--- src/rtl/stopwatch_if.sv ---
`timescale 1ns/1ps
// Control and display bundle between the board logic and stopwatch_core.
// master drives controls and reads results; slave is the stopwatch itself.
interface stopwatch_if;
  logic       tick_in;
  logic       start_stop;
  logic       clear;
  logic       running;
  logic       rollover;
  logic [3:0] sec_ones;
  logic [3:0] sec_tens;
  logic [3:0] min_ones;
  logic [3:0] min_tens;
  logic [6:0] seg;
  logic [3:0] an;

  modport master (
    output tick_in, start_stop, clear,
    input  running, rollover, sec_ones, sec_tens, min_ones, min_tens, seg, an
  );

  modport slave (
    input  tick_in, start_stop, clear,
    output running, rollover, sec_ones, sec_tens, min_ones, min_tens, seg, an
  );
endinterface

--- src/rtl/stopwatch_core.sv ---
`timescale 1ns/1ps
// mm:ss BCD stopwatch driven by a 1 Hz square wave sampled as data on clk_in,
// with start/stop/clear control and a 4-digit multiplexed 7-segment driver.
module stopwatch_core #(
  parameter int REFRESH_DIV    = 50000,
  parameter bit SEG_ACTIVE_LOW = 1'b1
) (
  input  logic        clk_in,
  input  logic        rst,
  stopwatch_if.slave  sw
);

  typedef enum logic [1:0] {IDLE, RUN, PAUSE} state_t;

  localparam int                CNT_W        = $clog2(REFRESH_DIV);
  localparam logic [CNT_W-1:0]  REFRESH_LAST = CNT_W'(REFRESH_DIV - 1);
  localparam logic [6:0]        SEG_INV      = SEG_ACTIVE_LOW ? 7'h7F : 7'h00;
  localparam logic [3:0]        AN_INV       = SEG_ACTIVE_LOW ? 4'hF : 4'h0;

  state_t           state_q, state_d;
  logic             s1, s2, s2_d, tick, count_en;
  logic             running_q, roll_q;
  logic [3:0]       so_q, st_q, mo_q, mt_q;
  logic [CNT_W-1:0] refresh_q;
  logic [1:0]       idx_q;
  logic [3:0]       digit;
  logic [6:0]       seg_q;
  logic [3:0]       an_q;

  // Standard glyphs as {g,f,e,d,c,b,a}, active-high; non-BCD values blank.
  function automatic logic [6:0] glyph(input logic [3:0] d);
    case (d)
      4'd0:    glyph = 7'b0111111;
      4'd1:    glyph = 7'b0000110;
      4'd2:    glyph = 7'b1011011;
      4'd3:    glyph = 7'b1001111;
      4'd4:    glyph = 7'b1100110;
      4'd5:    glyph = 7'b1101101;
      4'd6:    glyph = 7'b1111101;
      4'd7:    glyph = 7'b0000111;
      4'd8:    glyph = 7'b1111111;
      4'd9:    glyph = 7'b1101111;
      default: glyph = 7'b0000000;
    endcase
  endfunction

  // NOTE: sequential state uses non-blocking assignments so every flop samples pre-edge values.
  always_ff @(posedge clk_in or posedge rst) begin
    if (rst) begin
      s1   <= 1'b0;
      s2   <= 1'b0;
      s2_d <= 1'b0;
    end else begin
      s1   <= sw.tick_in;
      s2   <= s1;
      s2_d <= s2;
    end
  end

  assign tick     = s2 & ~s2_d;
  assign count_en = tick && (state_q == RUN) && !sw.clear;

  always_comb begin
    // NOTE: default first so no path leaves state_d unassigned and infers a latch.
    state_d = state_q;
    if (sw.clear) begin
      state_d = IDLE;
    end else if (sw.start_stop) begin
      case (state_q)
        RUN:     state_d = PAUSE;
        default: state_d = RUN;
      endcase
    end
  end

  always_ff @(posedge clk_in or posedge rst) begin
    if (rst) begin
      state_q   <= IDLE;
      running_q <= 1'b0;
    end else begin
      state_q   <= state_d;
      running_q <= (state_d == RUN);
    end
  end

  // Ripple BCD carry chain; rollover pulses only on the 59:59 -> 00:00 step.
  always_ff @(posedge clk_in or posedge rst) begin
    if (rst) begin
      so_q   <= 4'd0;
      st_q   <= 4'd0;
      mo_q   <= 4'd0;
      mt_q   <= 4'd0;
      roll_q <= 1'b0;
    end else begin
      roll_q <= 1'b0;
      if (sw.clear) begin
        so_q <= 4'd0;
        st_q <= 4'd0;
        mo_q <= 4'd0;
        mt_q <= 4'd0;
      end else if (count_en) begin
        if (so_q == 4'd9) begin
          so_q <= 4'd0;
          if (st_q == 4'd5) begin
            st_q <= 4'd0;
            if (mo_q == 4'd9) begin
              mo_q <= 4'd0;
              if (mt_q == 4'd5) begin
                mt_q   <= 4'd0;
                roll_q <= 1'b1;
              end else begin
                mt_q <= mt_q + 4'd1;
              end
            end else begin
              mo_q <= mo_q + 4'd1;
            end
          end else begin
            st_q <= st_q + 4'd1;
          end
        end else begin
          so_q <= so_q + 4'd1;
        end
      end
    end
  end

  always_ff @(posedge clk_in or posedge rst) begin
    if (rst) begin
      refresh_q <= '0;
      idx_q     <= 2'd0;
    end else if (refresh_q == REFRESH_LAST) begin
      refresh_q <= '0;
      idx_q     <= idx_q + 2'd1;
    end else begin
      refresh_q <= refresh_q + CNT_W'(1);
    end
  end

  always_comb begin
    digit = so_q;
    case (idx_q)
      2'd0: digit = so_q;
      2'd1: digit = st_q;
      2'd2: digit = mo_q;
      2'd3: digit = mt_q;
    endcase
  end

  // Registered drive: seg/an trail the index and digit values by one cycle.
  always_ff @(posedge clk_in or posedge rst) begin
    if (rst) begin
      seg_q <= glyph(4'd0) ^ SEG_INV;
      an_q  <= 4'b0001 ^ AN_INV;
    end else begin
      seg_q <= glyph(digit) ^ SEG_INV;
      an_q  <= (4'b0001 << idx_q) ^ AN_INV;
    end
  end

  assign sw.running  = running_q;
  assign sw.rollover = roll_q;
  assign sw.sec_ones = so_q;
  assign sw.sec_tens = st_q;
  assign sw.min_ones = mo_q;
  assign sw.min_tens = mt_q;
  assign sw.seg      = seg_q;
  assign sw.an       = an_q;

endmodule

--- src/flat_wrapper.sv ---
// flat-port wrapper written by rule: the top's interface ports become plain ports
module stopwatch_core_flat 
#(
  parameter int REFRESH_DIV    = 50000,
  parameter bit SEG_ACTIVE_LOW = 1'b1
)
  (clk_in, rst, sw_tick_in, sw_start_stop, sw_clear, sw_running, sw_rollover, sw_sec_ones, sw_sec_tens, sw_min_ones, sw_min_tens, sw_seg, sw_an);
  stopwatch_if sw_i ();
  input  logic clk_in;
  input  logic rst;
  input wire logic [$bits(sw_i.tick_in)-1:0] sw_tick_in;
  input wire logic [$bits(sw_i.start_stop)-1:0] sw_start_stop;
  input wire logic [$bits(sw_i.clear)-1:0] sw_clear;
  output wire logic [$bits(sw_i.running)-1:0] sw_running;
  output wire logic [$bits(sw_i.rollover)-1:0] sw_rollover;
  output wire logic [$bits(sw_i.sec_ones)-1:0] sw_sec_ones;
  output wire logic [$bits(sw_i.sec_tens)-1:0] sw_sec_tens;
  output wire logic [$bits(sw_i.min_ones)-1:0] sw_min_ones;
  output wire logic [$bits(sw_i.min_tens)-1:0] sw_min_tens;
  output wire logic [$bits(sw_i.seg)-1:0] sw_seg;
  output wire logic [$bits(sw_i.an)-1:0] sw_an;
  assign sw_i.tick_in = sw_tick_in;
  assign sw_i.start_stop = sw_start_stop;
  assign sw_i.clear = sw_clear;
  assign sw_running = sw_i.running;
  assign sw_rollover = sw_i.rollover;
  assign sw_sec_ones = sw_i.sec_ones;
  assign sw_sec_tens = sw_i.sec_tens;
  assign sw_min_ones = sw_i.min_ones;
  assign sw_min_tens = sw_i.min_tens;
  assign sw_seg = sw_i.seg;
  assign sw_an = sw_i.an;
  stopwatch_core #(.REFRESH_DIV(REFRESH_DIV), .SEG_ACTIVE_LOW(SEG_ACTIVE_LOW)) u_core (.clk_in(clk_in), .rst(rst), .sw(sw_i));
endmodule
--- config.mk ---
export PLATFORM = sky130hd
export DESIGN_NAME = stopwatch_core_flat
export DESIGN_NICKNAME = d
export VERILOG_FILES = /design/src/rtl/stopwatch_if.sv /design/src/rtl/stopwatch_core.sv /design/src/flat_wrapper.sv
export SDC_FILE = /design/constraint.sdc
export NUM_CORES = 1
export LEC_CHECK = 0
export ABC_CLOCK_PERIOD_IN_PS = 4000
export CORE_MARGIN = 5
export CORE_UTILIZATION = 30
export DETAILED_ROUTE_END_ITERATION = 10
export GPL_ROUTABILITY_DRIVEN = 0
export PLACE_DENSITY = 0.49
export SLEW_MARGIN = 20
export SYNTH_ARGS = -nofsm -noshare
export SYNTH_HDL_FRONTEND = slang
export SYNTH_SLANG_ARGS = --single-unit
--- constraint.sdc ---
create_clock -name clk_in -period 4 [get_ports clk_in]
set_input_delay 0.4 -clock clk_in [delete_from_list [all_inputs] [get_ports clk_in]]
set_output_delay 0.4 -clock clk_in [all_outputs]
set_load 0.005 [all_outputs]
==> summary.txt, run 1 <==
initial antenna violation count -> 0
CTS tree -> done
remaining global-route overflow -> 0
Worst-Margin Slew -> 831.4 ps
core box area -> 8636 sq um
most common cell after layout, fill and taps aside -> dfrtp_1
Net Count, Synth -> 276
post-route ant nets -> 0
drt first pass iters -> 4
Layout Nets -> 311
post-CTS sizing -> 0
mean area per synthesized cell -> 10.49 sq um
Max Fclk -> 0.4794 GHz
clk slew on worst S/H paths -> 90 ps
Min Hold Slack -> 356.8 ps
startpoint types -> flop
RSZ-0062 raised after global routing -> false
diode count -> 0
vias -> 1885
Synth-to-Final Area Change -> 20.30%
cell area after layout -> 3181 sq um
# IOs -> 34
Leak -> 1.354 nW
Synth Register Bits -> 52
outcome -> complete, no violations
Max clock buf depth -> 2
Post-CTS Hold Fix Bufs -> 0
Setup Viol. Count Final -> 0
Port Buf Inserts -> 33
GR Util All Layers -> 0.1021
Worst VDD drop -> 115.6 uV
worst min path class -> flop to flop
crit end category -> flop
setup tns final -> 0 ps
Post-DP HPWL -> 3.871 mm
largest net degree at the start of global routing -> 40
final WL -> 5.288 mm
commonest cells after routing, fill and taps aside -> 48 x dfrtp_1, 33 x clkdlybuf4s50_1, 23 x nor2_1
Crit path arrival time -> 2320 ps
number of buffers added for setup after CTS -> 0
width of the die -> 103.9 um
number of warnings issued by yosys -> 0
Mapped Cells -> 252
clock insertion delay at the later pin of the skew report -> 300 ps
1st-iter DRT viols -> 71
synthesized area -> 2644 sq um
critical path class -> flop to flop
drt via density -> 4.760
vias in the first global route -> 1832
Seq/Total Area, Yosys -> 0.4941
share of layout cells above drive strength 1 -> 0.07986
Die Footprint -> 10790 sq um
final hold violation count -> 0
final worst clock skew -> 5.524 ps
CP max FO -> 5
initial core utilization -> 0.3061
TritonCTS Sinks -> 52
die height -> 103.9 um
# H-tree levels -> 2
Netlist cell types -> 47
FP Rows -> 34
DP Area -> 3099 sq um
ys async rst share -> 1.000
TritonCTS Buffers -> 5
CP Data Required Time -> 4230 ps
wire length per cell -> 13.35 um
MaxCap Viol Count -> 0
clock period minus worst slack -> 2086 ps
Power Dens Cells -> 289.0 nW/um^2
max-slew violation count -> 0
Slew Limit Headroom -> 0.4449
fin crit share -> 0.5215
main flop type after synthesis -> dfrtp_1
first-pass GRT wire length -> 9.114 mm
root buf cell -> clkbuf_8
EDFF count, synth -> 0
drt drc -> 0
==> power breakdown <==
part	switching (mW)	internal, mW	leakage, nW
logic	0.0357	0.0380	0.629
clock network	0.168	0.123	0.0422
registers	0.0164	0.538	0.683
==> registers in the layout, summed over array words and instances (netlist names) <==
| name | flops |
|---|---|
| u_core.state_q | 2 |
| u_core.s1 | 1 |
| u_core.sw.sec_tens | 4 |
| u_core.sw.min_ones | 4 |
| u_core.sw.running | 1 |
| u_core.idx_q | 2 |
| u_core.sw.seg | 7 |
| u_core.s2 | 1 |
| u_core.sw.an | 4 |
| u_core.sw.rollover | 1 |
| u_core.sw.sec_ones | 4 |
| u_core.sw.min_tens | 4 |
| u_core.s2_d | 1 |
| u_core.refresh_q | 16 |
==> kinds of logic after synthesis <==
family | count (synthesis) | synth area share
XOR/XNOR | 15 | 0.04969
AO/OA/AOI/OAI | 41 | 0.1037
adder cells (fa/ha/maj) | 19 | 0.08992
buffers and inverters | 31 | 0.04495
AND/OR/NAND/NOR | 82 | 0.1690
multiplexers | 12 | 0.04874
flip-flops | 52 | 0.4941
==> synth_stat cells, types with 2 or more instances <==
cell / number / area (sq um)
dfstp_2: 4 / 105.1
nand2_1: 7 / 26.28
and3b_1: 4 / 35.03
xnor2_1: 10 / 87.58
mux2_2: 4 / 45.04
nand3_1: 9 / 45.04
nor3_1: 8 / 40.04
a31oi_1: 2 / 12.51
inv_1: 23 / 86.33
nand2b_1: 2 / 12.51
mux2i_1: 7 / 70.07
clkbuf_1: 5 / 18.77
or3_1: 4 / 25.02
or4_1: 2 / 15.01
a222oi_1: 4 / 40.04
ha_1: 19 / 237.7
a21oi_1: 16 / 80.08
o21ai_0: 6 / 30.03
o211ai_1: 2 / 15.01
dfrtp_1: 48 / 1201
nor2b_1: 2 / 12.51
o41ai_1: 2 / 17.52
nor2_1: 23 / 86.33
xor2_1: 5 / 43.79
and3_1: 3 / 18.77
nor4_1: 5 / 31.28
nand4_1: 5 / 31.28
a21o_1: 2 / 15.01
==> layer usage <==
metal / routed length, um / vias to the layer above / track usage / share of wire
met2: 2343 / 31 / 0.1548 / 0.44
met4: 75 / 0 / 0.03330 / 0.014
met1: 2608 / 891 / 0.1398 / 0.49
li1: - / 955 / - / -
met5: 0 / - / 0 / 0
met3: 261 / 8 / 0.02980 / 0.049
==> layout make-up <==
cell class              instances  area (sq um)
inverters                      23         86.33
repair buffers                 36         352.8
multi-input cells             169          1219
clock buffers                   7         76.32
clock inverters                 1         5.005
well taps                     108         135.1
flip-flops and latches         52          1306
fillers                       876          5455
==> per-stage QoR <==
| step | worst slack, ps | cells | util | power, mW |
|---|---|---|---|---|
| after CTS | 1876 | 396 | 0.3683 | 0.9399 |
| final | 1914 | 396 | 0.3683 | 0.9193 |
| after global routing | 1676 | 396 | 0.3683 | 0.9672 |
| after detailed placement | 1770 | 388 | 0.3589 | 0.6418 |
| after floorplan | 2058 | 252 | - | 0.6010 |
| after global placement | 1810 | 388 | 0.3589 | 0.6411 |
==> critical path, cell delays in order, from the launching register on <==
cell      delay [ps]
dfrtp_1          410
inv_1            140
ha_1             270
a222oi_1         100
mux2i_1          400
inv_1            170
ha_1             210
inv_1             70
mux2i_1           60
a21oi_1          170
==> final timing paths <==
check	start	endpoint	slack [ps]	cells past startpoint
worst min-delay path	u_core.s1$_DFF_PP0_	u_core.s2$_DFF_PP0_	360	0
min in group asynchronous	rst	u_core.refresh_q[0]$_DFF_PP0_	570	2
max in group asynchronous	rst	u_core.sw.an[3]$_DFF_PP1_	2650	3
worst max-delay path	u_core.idx_q[0]$_DFFE_PP0N_	u_core.sw.seg[5]$_DFF_PP0_	1910	9
worst min register to register	u_core.s1$_DFF_PP0_	u_core.s2$_DFF_PP0_	360	0
worst max register to register	u_core.idx_q[0]$_DFFE_PP0N_	u_core.sw.seg[5]$_DFF_PP0_	1910	9
(Power assumes the default switching activity.)
==> run 2: changes to the inputs <==
- ABC_CLOCK_PERIOD_IN_PS: 4000 -> 1750
- PLACE_DENSITY: 0.49 -> 0.5
- clock period: 4 -> 1.75 ns (I/O delays scaled with it)
==> summary.txt, run 2 (same netlist as run 1, synthesis figures left out) <==
drt drc -> 0 (unchanged)
diode count -> 0 (unchanged)
drt first pass iters -> 4 (unchanged)
Setup Viol. Count Final -> 7 (+7)
failing checks -> setup timing
fin crit share -> 1.136 (+0.6143)
die height -> 103.9 um (unchanged)
CP max FO -> 6 (+1)
P_sw -> 0.5219 mW (+140%)
setup ws final -> -237.6 ps (-2152 ps)
Layout Nets -> 349 (+12%)
final hold violation count -> 0 (unchanged)
Flop pwr share -> 0.574 (-0.029)
pre-CTS setup slack -> -245.8 ps (-2016 ps)
vias -> 2069 (+9.8%)
TritonCTS Sinks -> 52 (unchanged)
Port Buf Inserts -> 33 (unchanged)
crit end category -> flop
worst min path class -> primary input to asynchronous set/reset pin
Leak -> 1.561 nW (+15%)
max-slew violation count -> 0 (unchanged)
initial antenna violation count -> 0 (unchanged)
final worst clock skew -> 10.91 ps (+5.384 ps)
critical path class -> flop to flop
clock insertion delay at the later pin of the skew report -> 310 ps (about the same)
# IOs -> 34 (unchanged)
Most flops, register -> u_core.refresh_q
Total Power -> 2.192 mW (+140%)
largest net degree at the start of global routing -> 42 (+5.0%)
drt via density -> 4.767 (+0.15%)
post-route ant nets -> 0 (unchanged)
width of the die -> 103.9 um (unchanged)
end-of-flow core utilization -> 0.4129 (+0.04463)
Post-CTS Hold Fix Bufs -> 0 (unchanged)
Power Dens Cells -> 614.7 nW/um^2 (+110%)
most common cell after layout, fill and taps aside -> dfrtp_1
# H-tree levels -> 2 (unchanged)
Post-DP HPWL -> 4.272 mm (+10%)
core box area -> 8636 sq um (unchanged)
Max Fclk -> 0.5031 GHz (+5.0%)
Max clock buf depth -> 2 (unchanged)
Die Footprint -> 10790 sq um (unchanged)
clock period minus worst slack -> 1988 ps (-98.46 ps)
outcome -> finished, violations left
vias in the first global route -> 2074 (+13%)
Synth-to-Final Area Change -> 34.88%
CTS tree -> done
first-pass GRT wire length -> 10.05 mm (+10%)
Internal -> 1.670 mW (+140%)
MaxCap Viol Count -> 0 (unchanged)
RSZ-0062 raised after global routing -> true
switching share of total power -> 0.2381 (-0.0009616)
commonest cells after routing, fill and taps aside -> 46 x dfrtp_1, 38 x buf_4, 33 x clkdlybuf4s50_1
initial core utilization -> 0.3061 (unchanged)
root buf cell -> clkbuf_8
max reg flops -> 16 (unchanged)
remaining global-route overflow -> 0 (unchanged)
FP Rows -> 34 (unchanged)
startpoint types -> flop
Worst VDD drop -> 397.1 uV (+240%)
clock power share -> 0.327 (+0.011)
1st-iter DRT viols -> 95 (+34%)
final WL -> 5.878 mm (+11%)
GR Util All Layers -> 0.1099 (+0.007806)
wire length per cell -> 13.54 um (+1.4%)
CP Data Required Time -> 1980 ps (-2250 ps)
Gate power share -> 0.099 (+0.019)
clk slew on worst S/H paths -> 100 ps (about the same)
Crit path arrival time -> 2220 ps (-100 ps)
share of layout cells above drive strength 1 -> 0.2301 (+0.1502)
Worst-Margin Slew -> 496.1 ps (-335.3 ps)
TritonCTS Buffers -> 5 (unchanged)
Slew Limit Headroom -> 0.6693 (+0.2244)
run 2: cell types whose count changed in the layout (fill, tap and decap cells not counted), sizes merged:
| cell | change |
|---|---|
| buf | +38 |
| clkbuf | +1 |
| clkinv | -1 |
run 2: through the flow:
stage	setup TNS (ps)	hold WS, ps	cells	cell area, sq um
2_1_floorplan	-62.27	206.4	252	2675
6_report	-1512	115.9	434	3566
3_5_place_dp	-1485	343.4	422	3393
3_3_place_gp	-1134	334.3	422	3393
5_1_grt	-2275	128.6	434	3566
4_1_cts	-1615	118.1	431	3518
run 2: area by class of cell:
cell class | instances | area [sq um]
tap | 108 | 135.1
timing repair buffer | 74 | 658.1
clock buffer | 8 | 90.09
fill | 858 | 5070
inverter | 23 | 86.33
sequential | 52 | 1309
multi-input combinational | 169 | 1287
run 2: metal layers:
| metal | GRT usage | wire length, um | up-vias | share of wire |
|---|---|---|---|---|
| li1 | - | - | 1031 | - |
| met1 | 0.1495 | 2817 | 992 | 0.48 |
| met2 | 0.1717 | 2710 | 40 | 0.46 |
| met4 | 0.03238 | 76 | 0 | 0.013 |
| met3 | 0.02917 | 274 | 6 | 0.047 |
| met5 | 0 | 0 | - | 0 |
run 2: power by group through the flow:
stage | Combinational (mW) | Clock, mW | Sequential [mW]
finish | 0.216 | 0.717 | 1.26
global route | 0.245 | 0.797 | 1.26
CTS | 0.218 | 0.760 | 1.26
detailed placement | 0.217 | 0 | 1.28
global placement | 0.215 | 0 | 1.28
floorplan | 0.0906 | 0 | 1.28
run 2: path summary, 6_finish.rpt:
kind	depth (start not counted)	endpoint	slack, ps	startpoint
min in group clk_in	1	u_core.s1$_DFF_PP0_	310	sw_tick_in
max in group asynchronous	3	u_core.sw.seg[6]$_DFF_PP1_	1060	rst
setup reg to reg	6	u_core.sw.seg[4]$_DFF_PP0_	-240	u_core.idx_q[0]$_DFFE_PP0N_
hold reg to reg	0	u_core.s2$_DFF_PP0_	360	u_core.s1$_DFF_PP0_
hold / removal	2	u_core.sw.min_tens[3]$_DFFE_PP0P_	120	rst
setup / recovery	6	u_core.sw.seg[4]$_DFF_PP0_	-240	u_core.idx_q[0]$_DFFE_PP0N_
run 2: repair_timing:
item / 4_1_cts / 5_1_grt
buffers inserted: 1 / 3
setup endpoints to repair: 7 / 13
pin swaps: 7 / 2
gates resized for setup: 6 / 7
run 2: critical path, stage by stage, from the launching register on:
cell	delay (ps)
dfrtp_2	470
ha_4	190
buf_6	110
a222oi_1	500
mux2i_4	190
mux2_4	340
a21oi_2	120
